[src/rtl/mag_comp_iter_if.sv]
// Operand/result bundle for the iterative magnitude comparator.
// master = requester (drives operands and start), slave = comparator.
interface mag_comp_iter_if #(
  parameter int WIDTH = 8
);
  logic             start;
  logic             signed_mode;
  logic [WIDTH-1:0] a;
  logic [WIDTH-1:0] b;
  logic             busy;
  logic             done;
  logic             valid;
  logic             gt;
  logic             eq;
  logic             lt;

  modport master (
    output start, signed_mode, a, b,
    input  busy, done, valid, gt, eq, lt
  );

  modport slave (
    input  start, signed_mode, a, b,
    output busy, done, valid, gt, eq, lt
  );
endinterface

[src/rtl/mag_comp_iter.sv]
// Iterative magnitude comparator: walks two WIDTH-bit operands MSB first,
// DIGIT bits per cycle, and reports gt/eq/lt under a start/busy/done
// handshake. Signed compares flip both sign bits at latch time so that the
// digit walk is always an unsigned compare.
module mag_comp_iter #(
  parameter int WIDTH      = 8,
  parameter int DIGIT      = 2,
  parameter int EARLY_EXIT = 0
) (
  input  logic           clk,
  input  logic           rst,
  mag_comp_iter_if.slave bus
);

  localparam int STEPS = WIDTH / DIGIT;
  localparam int IDX_W = (STEPS > 1) ? $clog2(STEPS) : 1;

  localparam logic [0:0] IDLE = 1'b0;
  localparam logic [0:0] RUN  = 1'b1;

  logic [0:0]       state_reg;
  logic [IDX_W-1:0] idx_reg;
  // Latched operands, shifted left one digit per RUN cycle so the digit
  // under examination always sits in the top DIGIT bits.
  logic [WIDTH-1:0] a_reg;
  logic [WIDTH-1:0] b_reg;
  // Running decision; both low means "equal so far".
  logic             run_gt_reg;
  logic             run_lt_reg;
  logic             busy_reg;
  logic             done_reg;
  logic             valid_reg;
  logic             gt_reg;
  logic             eq_reg;
  logic             lt_reg;

  logic [WIDTH-1:0] a_in;
  logic [WIDTH-1:0] b_in;
  logic [DIGIT-1:0] a_dig;
  logic [DIGIT-1:0] b_dig;
  logic             undecided;
  logic             step_gt;
  logic             step_lt;
  logic             last_step;
  logic             finish;

  // Operand conditioning at latch time: inverting the sign bit of both
  // operands maps two's-complement order onto unsigned order.
  always_comb begin
    a_in = bus.a;
    b_in = bus.b;
    if (bus.signed_mode) begin
      a_in[WIDTH-1] = ~bus.a[WIDTH-1];
      b_in[WIDTH-1] = ~bus.b[WIDTH-1];
    end
  end

  // Current digit compare and finish decision for this RUN cycle.
  always_comb begin
    a_dig     = a_reg[WIDTH-1 -: DIGIT];
    b_dig     = b_reg[WIDTH-1 -: DIGIT];
    undecided = !run_gt_reg && !run_lt_reg;
    step_gt   = run_gt_reg || (undecided && (a_dig > b_dig));
    step_lt   = run_lt_reg || (undecided && (a_dig < b_dig));
    last_step = (idx_reg == IDX_W'(STEPS - 1));
    finish    = last_step ||
                ((EARLY_EXIT != 0) && undecided && (a_dig != b_dig));
  end

  // Handshake FSM and digit walk.
  always_ff @(posedge clk) begin
    if (rst) begin
      state_reg  <= IDLE;
      idx_reg    <= '0;
      a_reg      <= '0;
      b_reg      <= '0;
      run_gt_reg <= 1'b0;
      run_lt_reg <= 1'b0;
      busy_reg   <= 1'b0;
      done_reg   <= 1'b0;
      valid_reg  <= 1'b0;
      gt_reg     <= 1'b0;
      eq_reg     <= 1'b0;
      lt_reg     <= 1'b0;
    end else begin
      done_reg <= 1'b0;
      case (state_reg)
        IDLE: begin
          if (bus.start) begin
            a_reg      <= a_in;
            b_reg      <= b_in;
            idx_reg    <= '0;
            run_gt_reg <= 1'b0;
            run_lt_reg <= 1'b0;
            valid_reg  <= 1'b0;
            gt_reg     <= 1'b0;
            eq_reg     <= 1'b0;
            lt_reg     <= 1'b0;
            busy_reg   <= 1'b1;
            state_reg  <= RUN;
          end
        end
        default: begin
          run_gt_reg <= step_gt;
          run_lt_reg <= step_lt;
          a_reg      <= a_reg << DIGIT;
          b_reg      <= b_reg << DIGIT;
          idx_reg    <= idx_reg + IDX_W'(1);
          if (finish) begin
            busy_reg  <= 1'b0;
            done_reg  <= 1'b1;
            valid_reg <= 1'b1;
            gt_reg    <= step_gt;
            lt_reg    <= step_lt;
            eq_reg    <= !step_gt && !step_lt;
            state_reg <= IDLE;
          end
        end
      endcase
    end
  end

  assign bus.busy  = busy_reg;
  assign bus.done  = done_reg;
  assign bus.valid = valid_reg;
  assign bus.gt    = gt_reg;
  assign bus.eq    = eq_reg;
  assign bus.lt    = lt_reg;

endmodule

[src/flat_wrapper.sv]
// flat-port wrapper written by rule: the top's interface ports become plain ports
module mag_comp_iter_flat 
#(
  parameter int WIDTH      = 8,
  parameter int DIGIT      = 2,
  parameter int EARLY_EXIT = 0
)
  (clk, rst, bus_start, bus_signed_mode, bus_a, bus_b, bus_busy, bus_done, bus_valid, bus_gt, bus_eq, bus_lt);
  mag_comp_iter_if #(.WIDTH(WIDTH)) bus_i ();
  input  logic clk;
  input  logic rst;
  input wire logic [$bits(bus_i.start)-1:0] bus_start;
  input wire logic [$bits(bus_i.signed_mode)-1:0] bus_signed_mode;
  input wire logic [$bits(bus_i.a)-1:0] bus_a;
  input wire logic [$bits(bus_i.b)-1:0] bus_b;
  output wire logic [$bits(bus_i.busy)-1:0] bus_busy;
  output wire logic [$bits(bus_i.done)-1:0] bus_done;
  output wire logic [$bits(bus_i.valid)-1:0] bus_valid;
  output wire logic [$bits(bus_i.gt)-1:0] bus_gt;
  output wire logic [$bits(bus_i.eq)-1:0] bus_eq;
  output wire logic [$bits(bus_i.lt)-1:0] bus_lt;
  assign bus_i.start = bus_start;
  assign bus_i.signed_mode = bus_signed_mode;
  assign bus_i.a = bus_a;
  assign bus_i.b = bus_b;
  assign bus_busy = bus_i.busy;
  assign bus_done = bus_i.done;
  assign bus_valid = bus_i.valid;
  assign bus_gt = bus_i.gt;
  assign bus_eq = bus_i.eq;
  assign bus_lt = bus_i.lt;
  mag_comp_iter #(.WIDTH(WIDTH), .DIGIT(DIGIT), .EARLY_EXIT(EARLY_EXIT)) u_core (.clk(clk), .rst(rst), .bus(bus_i));
endmodule
[config.mk]
export PLATFORM = sky130hd
export DESIGN_NAME = mag_comp_iter_flat
export DESIGN_NICKNAME = d
export VERILOG_FILES = /design/src/rtl/mag_comp_iter_if.sv /design/src/rtl/mag_comp_iter.sv /design/src/flat_wrapper.sv
export SDC_FILE = /design/constraint.sdc
export NUM_CORES = 1
export LEC_CHECK = 0
export ABC_AREA = 1
export CORE_ASPECT_RATIO = 0.8
export CORE_MARGIN = 2
export CORE_UTILIZATION = 49
export CTS_BUF_LIST = sky130_fd_sc_hd__clkbuf_8 sky130_fd_sc_hd__clkbuf_16
export DETAILED_ROUTE_END_ITERATION = 10
export GPL_TIMING_DRIVEN = 0
export PLACE_DENSITY_LB_ADDON = 0.25
export SLEW_MARGIN = 20
export SYNTH_ARGS = -nofsm -noshare
export SYNTH_HDL_FRONTEND = slang
export SYNTH_SLANG_ARGS = --single-unit
[constraint.sdc]
create_clock -name clk -period 1.5 [get_ports clk]
set_input_delay 0.225 -clock clk [delete_from_list [all_inputs] [get_ports clk]]
set_output_delay 0.225 -clock clk [all_outputs]
set_load 0.05 [all_outputs]
==> flow_metrics.py <==
metrics = {
    "floorplanning": {
        "rows": 15,
        "coreArea_um2": 2210,
        "die_h_um": 47.8,
        "dieArea_um2": 2810,
        "initial_utilization": 0.532,
        "die_x_um": 58.8,
        "pin_count": 26,
    },
    "layout": {
        "fill_cells": 182,
        "nNetsFinal": 212,
        "num_antenna_cells": 0,
        "drive_gt1_frac": 0.0691,
        "syn2layout_area_growth_pct": 27.6,
        "multi_input_area_um2": 512,
        "seqCellArea_um2": 541,
        "final_core_util": 0.679,
    },
    "logic_synthesis": {
        "yosys_warnings": 0,
        "syn_area_um2": 1180,
        "synth-seq-cells": 27,
        "syn_inst": 159,
        "seq_area_frac_synth": 0.459,
        "synth.distinct_cells": 19,
        "syn_area_per_cell_um2": 7.40,
        "syn_nets": 182,
    },
    "run_status": {
        "status": "finished, violations left",
        "failed_checks": "DRC",
    },
    "placed_design": {
        "globalplace.congestion": 0.801,
        "numPortBuffers": 25,
        "dp_hpwl_um": 2180,
    },
    "clock_tree": {
        "cts_tree": "built",
        "clk_latency_ns": 0.28,
        "root_buffer": "clkbuf_8",
        "clock_sinks": 27,
        "cts_htree_levels": 1,
        "cts_hold_buf": 0,
        "clk_pin_slew_worst_paths_ns": 0.10,
        "clk_path_buf_depth": 2,
        "cts_buffers": 3,
    },
    "drt": {
        "antenna_left": 0,
        "viasPerCell": 5.38,
        "wl_per_cell_um": 13.8,
        "drtIter0Drc": 35,
        "drc": 2,
        "firstDrtPassIters": 7,
        "vias": 1145,
        "wl_um": 2930,
    },
    "worst_setup_path": {
        "start_kind": "flop",
        "crit_arrival_ns": 1.61,
        "worstPathRequired_ns": 1.70,
        "crit_path_end_kind": "flop",
        "crit_fanout": 4,
        "critPathKind": "reg -> reg",
    },
    "sta": {
        "setup_viol": 0,
        "post-route-min-period_ns": 1.41,
        "fin_skew_ns": 0.00802,
        "fmax_mhz": 711,
        "hold_viol": 0,
        "hold_ws_ns": 0.461,
        "finalCritPeriodShare": 0.937,
        "worstMarginPinSlew_ns": 0.497,
        "slew_headroom": 0.670,
        "slew_violations": 0,
        "rsz0062_at_grt": "false",
    },
    "min_path": {
        "holdCritPathClass": "reg -> reg",
    },
    "job": {
        "maxCapViolCount": 0,
    },
    "pwr": {
        "power_density_nw_per_um2": 972,
        "ir_drop_mv": 0.803,
        "leakage_nw": 0.728,
    },
    "global_routing": {
        "antenna_found_initial": 0,
        "grt_max_degree": 17,
        "grt_usage": 0.233,
        "grt_overflow": 0,
        "grt_pass1_vias": 1074,
        "grt_pass1_wl_um": 4660,
    },
}
[through the flow]
stage	setup TNS [ns]	total power, mW	std cells	area (um^2)	setup WS [ns]
final	0	1.46	213	1500	0.0942
after global routing	0	1.52	213	1500	0.0104
after CTS	0	1.45	213	1500	0.0333
after detailed placement	-1.15	1.04	209	1460	-0.179
after global placement	-0.260	1.02	209	1460	-0.0446
after floorplan	0	0.937	159	1180	0.377
[power by group]
part | total, mW | switching, mW | internal [mW]
sequential | 0.776 | 0.0221 | 0.754
combinational | 0.253 | 0.142 | 0.111
clock | 0.432 | 0.242 | 0.189
[area by class of cell]
type | instances | area share
timing repair buffer | 25 | 0.162
sequential | 27 | 0.360
multi-input combinational | 103 | 0.341
clock buffer | 3 | 0.0275
inverter | 23 | 0.0575
buffer | 6 | 0.0275
clock inverter | 1 | 0.00500
tap | 25 | 0.0208
[cell usage after synthesis]
cell,count,area (um^2)
nand2_1,55,206
dfxtp_1,27,541
inv_1,22,82.6
a21oi_1,12,60.1
nor2_1,10,37.5
a22oi_1,7,52.6
buf_2,3,15.0
ha_1,3,37.5
o211ai_1,3,22.5
a31oi_1,2,12.5
buf_6,2,22.5
nand3_1,2,10.0
nand4_1,2,12.5
nor2_4,2,22.5
o21ai_0,2,10.0
xor2_1,2,17.5
a211oi_1,1,7.51
clkbuf_1,1,3.75
inv_2,1,3.75
[routing by layer]
metal  up-vias  GRT usage  part of all wire
met5         -          0                 0
met4         0      0.105             0.024
met3         8     0.0568             0.069
met2        45      0.427              0.49
met1       530      0.265              0.42
li1        562          -                 -
[critical path: stages (launching register included)]
cell	delay (ns)
dfxtp_1	0.34
ha_1	0.26
nand2_1	0.15
inv_1	0.08
nor2_2	0.20
nand2_1	0.07
a21oi_1	0.21
[logic make-up after synthesis]
group / after synthesis / share of synthesized area
buffers and inverters: 29 / 0.108
xor gates and xnor gates: 2 / 0.0149
DFF: 27 / 0.459
and+or+nand+nor: 71 / 0.245
adders and majority gates: 3 / 0.0319
AOI/OAI and AO/OA: 27 / 0.140
[layout by cell type (no fill, tap or decap), drive strengths merged]
master	count
a21oi	12
dlygate4sd2	6
a31oi	2
o211ai	3
clkinvlp	1
a211oi	1
ha	3
xor2	2
nor2	12
nand4	2
nand2	55
inv	23
a22oi	7
dfxtp	27
clkdlybuf4s50	19
nand3	2
buf	5
o21ai	2
clkbuf	4
[path summary, 6_finish.rpt]
path                      from         endpoint  slack, ns  cells past startpoint
min            u_core.b_reg[1]  u_core.b_reg[1]       0.46                      2
min reg2reg    u_core.b_reg[1]  u_core.b_reg[1]       0.46                      2
max          u_core.idx_reg[0]    u_core.bus.gt       0.09                      6
max reg2reg  u_core.idx_reg[0]    u_core.bus.gt       0.09                      6
[timing repair]
item,4_1_cts,5_1_grt
hold endpoints to repair,0,0
setup buffers,0,0
pin swaps,0,0
endpoints found under the setup margin,6,4
gates resized for setup,6,1
Power figures use the tool's default switching activity.
